## src/rtl/mar_ram.sv

```systemverilog
// Memory address register plus 16x8 program RAM with a byte-serial loader.
// After reset the block loads 16 bytes, then serves MAR-addressed reads and writes.
module mar_ram (
  input  logic       clock,
  input  logic       reset,
  input  logic       mar_in,
  input  logic       ram_in,
  input  logic       ram_out,
  input  logic [7:0] bus_in,
  output logic [7:0] bus_out,
  output logic       bus_oe,
  output logic [3:0] mar_q,
  input  logic       prog_valid,
  input  logic [7:0] prog_data,
  output logic       prog_ready,
  output logic       prog_done,
  input  logic       prog_restart
);

  typedef enum logic {
    ST_LOAD = 1'b0,
    ST_RUN  = 1'b1
  } state_e;

  state_e     state_q, state_d;
  logic [3:0] ldp_q, ldp_d;
  logic [3:0] mar_d;
  logic [7:0] bus_out_q, bus_out_d;
  logic       bus_oe_q, bus_oe_d;
  logic       prog_done_q, prog_done_d;

  logic       xfer;
  logic       run_wr;
  logic       run_rd;
  logic       mar_ld;
  logic       mem_we;
  logic [3:0] mem_addr;
  logic [7:0] mem_wdata;

  logic [7:0] mem [16];

  // ---------------------------------------------------------------------------
  // FSM: state register
  // ---------------------------------------------------------------------------
  // NOTE: sequential state uses non-blocking assignments so every flop samples
  // pre-edge values; this is what gives read-before-write and old-MAR access.
  always_ff @(posedge clock) begin
    if (!reset) begin
      state_q <= ST_LOAD;
    end else begin
      state_q <= state_d;
    end
  end

  // ---------------------------------------------------------------------------
  // FSM: next-state logic
  // ---------------------------------------------------------------------------
  // NOTE: every combinational output is defaulted first so no path infers a latch.
  always_comb begin
    state_d = state_q;
    if (prog_restart) begin
      state_d = ST_LOAD;
    end else if (state_q == ST_LOAD && prog_valid && ldp_q == 4'hF) begin
      state_d = ST_RUN;
    end
  end

  // ---------------------------------------------------------------------------
  // FSM: output decode (restart blocks every state-changing action on its edge)
  // ---------------------------------------------------------------------------
  always_comb begin
    prog_ready = (state_q == ST_LOAD);
    xfer       = 1'b0;
    run_wr     = 1'b0;
    run_rd     = 1'b0;
    mar_ld     = 1'b0;
    if (!prog_restart) begin
      if (state_q == ST_LOAD) begin
        xfer = prog_valid;
      end else begin
        run_wr = ram_in;
        run_rd = ram_out;
        mar_ld = mar_in;
      end
    end
  end

  // ---------------------------------------------------------------------------
  // Datapath next values
  // ---------------------------------------------------------------------------
  always_comb begin
    ldp_d       = ldp_q;
    mar_d       = mar_q;
    bus_oe_d    = run_rd;
    bus_out_d   = run_rd ? mem[mar_q] : 8'h00;
    prog_done_d = (state_d == ST_RUN);
    mem_we      = 1'b0;
    mem_addr    = mar_q;
    mem_wdata   = bus_in;

    if (prog_restart) begin
      ldp_d = 4'h0;
    end else if (xfer) begin
      ldp_d     = ldp_q + 4'h1;
      mem_we    = 1'b1;
      mem_addr  = ldp_q;
      mem_wdata = prog_data;
    end

    if (mar_ld) begin
      mar_d = bus_in[3:0];
    end
    // Write address is the MAR before this edge, even if mar_in loads a new one.
    if (run_wr) begin
      mem_we    = 1'b1;
      mem_addr  = mar_q;
      mem_wdata = bus_in;
    end
  end

  always_ff @(posedge clock) begin
    if (!reset) begin
      ldp_q       <= 4'h0;
      mar_q       <= 4'h0;
      bus_oe_q    <= 1'b0;
      bus_out_q   <= 8'h00;
      prog_done_q <= 1'b0;
    end else begin
      ldp_q       <= ldp_d;
      mar_q       <= mar_d;
      bus_oe_q    <= bus_oe_d;
      bus_out_q   <= bus_out_d;
      prog_done_q <= prog_done_d;
    end
  end

  // NOTE: the RAM array has no reset; contents survive reset and restart, and
  // reset only suppresses the write on its own edge.
  always_ff @(posedge clock) begin
    if (reset && mem_we) begin
      mem[mem_addr] <= mem_wdata;
    end
  end

  assign bus_out   = bus_out_q;
  assign bus_oe    = bus_oe_q;
  assign prog_done = prog_done_q;

endmodule

```

## config.mk

```make
export PLATFORM = sky130hd
export DESIGN_NAME = mar_ram
export DESIGN_NICKNAME = d
export VERILOG_FILES = /design/src/rtl/mar_ram.sv
export SDC_FILE = /design/constraint.sdc
export NUM_CORES = 1
export LEC_CHECK = 0
export CAP_MARGIN = 20
export CORE_MARGIN = 3
export CORE_UTILIZATION = 30
export DETAILED_ROUTE_END_ITERATION = 8
export PLACE_DENSITY = 0.49
export SYNTH_ARGS = -nofsm -noshare
export SYNTH_HDL_FRONTEND = slang
export SYNTH_SLANG_ARGS = --single-unit
```

## constraint.sdc

```tcl
create_clock -name clock -period 2.4 [get_ports clock]
set_input_delay 0.6 -clock clock [delete_from_list [all_inputs] [get_ports clock]]
set_output_delay 0.6 -clock clock [all_outputs]
set_load 0.005 [all_outputs]
```

==> results of run 1 <==
-- placed cells by master (no fill, tap or decap), types with 8 or more instances in the layout --
master / count
buf_4: 32
mux4_2: 32
nor2b_1: 12
nand2_1: 30
clkdlybuf4s50_1: 37
nand4_1: 9
edfxtp_1: 128
buf_12: 10
nor3_1: 10
dfxtp_1: 17
mux2i_1: 19
o211ai_1: 8
nand4b_1: 8
clkbuf_16: 20
-- worst max-delay path: stages --
cell             delay (ps)
clkdlybuf4s50_1         470
or3b_1                  470
buf_4                   210
mux2i_1                 180
nor3_1                  210
buf_4                   230
-- per-stage QoR --
stage	hold WS, ps	instance area [um^2]	worst slack [ps]	setup TNS, ps	instances
final	570	7590	138	0	677
after global routing	619	7590	30.6	0	677
after CTS	564	7590	154	0	677
after detailed placement	555	6920	-292	-33690	645
after global placement	535	6920	-287	-31720	645
after floorplan	498	5890	-64.8	-3110	327
-- layout make-up --
type	count	area [um^2]
sequential	146	4210
multi-input combinational	159	1580
inverter	1	3.75
tap	260	325
timing repair buffer	79	811
fill	1768	11400
clock inverter	9	139
clock buffer	23	532
-- routing by layer --
layer  track usage [%]  part of all wire (%)  wire length [um]  vias up
met5                 0                     0                 0        -
met4              6.21                   3.1               409        0
met3              4.13                   6.1               802       21
met2              20.2                    48              6240      108
met1              16.4                    43              5630     1589
li1                  -                     -                 -     1465
-- kinds of logic after synthesis --
group / after synthesis
adder cells (fa/ha/maj): 1
multiplexers: 53
AO/OA/AOI/OAI: 12
XOR/XNOR: 2
AND/OR/NAND/NOR: 91
flip-flops: 146
buffers and inverters: 22
-- synth_stat cells (all sizes together), types with 8 or more instances --
| cell type | instances |
|---|---|
| nor3 | 16 |
| clkbuf | 10 |
| o211ai | 8 |
| buf | 11 |
| nand4 | 9 |
| dfxtp | 18 |
| edfxtp | 128 |
| nand4b | 8 |
| mux4 | 32 |
| nand2 | 30 |
| mux2i | 19 |
| nor2b | 12 |
-- how the worst min path moves through the flow --
stage	end	slack [ps]	depth (start not counted)
after detailed placement	ldp_q[1]	560	2
after floorplan	ldp_q[1]	500	2
final	ldp_q[1]	570	2
after CTS	ldp_q[1]	560	2
after global placement	ldp_q[3]	540	2
after global routing	ldp_q[3]	620	2
-- power by group --
| part | internal (W) | switching (W) |
|---|---|---|
| logic | 0.000102 | 0.000109 |
| clock network | 0.00188 | 0.00100 |
| registers | 0.00279 | 0.00000263 |
| total | 0.00477 | 0.00112 |
-- sequential cells by signal, summed over array words and instances, names as in the netlist --
signal	flops
mem	128
bus_out	8
ldp_q	4
mar_q	4
bus_oe	1
prog_done	1
==> results.cfg, run 1 <==
[clock_tree]
hold_buffers = 0
cts_resized = 0
cts_made_buffers = 17
cts_max_level = 4
clkTransAtPathRegs_ps = 60
cts.path.max_buffers = 2
clock-sinks = 146
clkLatencyLatePin_ps = 420
cts_root_buf = clkbuf_16
cts_tree = done
post_cts_buffers = 0

[routing]
antenna_left = 0
vias = 3183
post-route-drc-count = 0
first_pass_iters = 4
routedWlPerCell_um = 19.3
drt_iter0_drc = 271
wl_mm = 13.1
viasPerCell = 4.70

[cells_and_area]
drive_gt1_share_pct = 27.8
fin_util_pct = 39.9
antenna_cells = 0
layout.nets = 428
area_growth_syn_to_layout_pct = 28.8

[logic_synthesis]
yosysWarnings = 0
syn_avg_cell_area_um2 = 18.0
synth_seq_cells = 146
synth-compound-area-share_pct = 1.36
async_flop_share_pct = 0
synth_top_family_by_area = multiplexers
synthFlopType = edfxtp_1
synth_area_um2 = 5890
synth_cell_types = 32
synthTopCellsByArea = edfxtp_1, mux4_2, dfxtp_1
synth_nets = 351
synth_xor_area_share_pct = 0.297
synth_area_leader_cell = edfxtp_1
synthMuxAreaShare_pct = 16.0
postSynthCellCount = 327
synthSimpleGateAreaFrac_pct = 8.92
synth_edf_count = 128
ys_seq_area_share_pct = 71.3
synth_fa_ha_area_share_pct = 0.212
synth_top_area_share_pct = 65.2

[global_route]
grt_pass1_vias = 3456
antenna_found_initial = 0
grt-ovfl-total = 0
grt_max_degree = 37
grt_pass1_wl_mm = 20.4
grt_usage_pct = 12.9

[worst_setup_path]
regToRegSetupSlack_ps = 340
rr_worst_depth = 5
startpoint_type = input port
crit_path_start = prog_valid
cp_max_fo = 8
cp_data_arrival_time_ps = 2380
cp-end-kind = register
critPathKind = input port to register
r2r-start = prog_done
regToRegEndpoint = mem[0][6]
crit_end = mem[0][6]
crit_required_ps = 2520

[sta]
period_minus_slack_ps = 2260
setup_viol = 0
tightest_slew_ps = 438
finalHoldViolCount = 0
relSlewSlack_pct = 69.9
rsz0062_at_grt = false
fin_crit_sh_pct = 94.2
fin_worst_skew_ps = 12.1
clock.fmax_ghz = 0.442
final_max_slew_viol_count = 0

[pwr]
p_per_area_nw_per_um2 = 775
p_leak_nw = 2.47
ir_drop_mv = 0.477
total_power_w = 0.00589

[floorplan]
rows = 50
dieArea_um2 = 21400
initial_core_util_pct = 31.0
die_y_um = 146
die_width_um = 146
pin_count = 38
core_area_um2 = 19000

[hold_path]
hp-class = register to register
hp-start = ldp_q[1]

[run_status]
status = finished, final reports clean

[place]
io_buffers = 37
dp_hpwl_mm = 8.70
globalplace.congestion = 0.751

[flow_run]
drv_cap = 0
Power figures use the tool's default switching activity.
==> run 2, diff against run 1 <==
- CAP_MARGIN: 20 -> unset
==> results of run 2 <==
Final layout, timing and power as in run 1 (identical DEF).
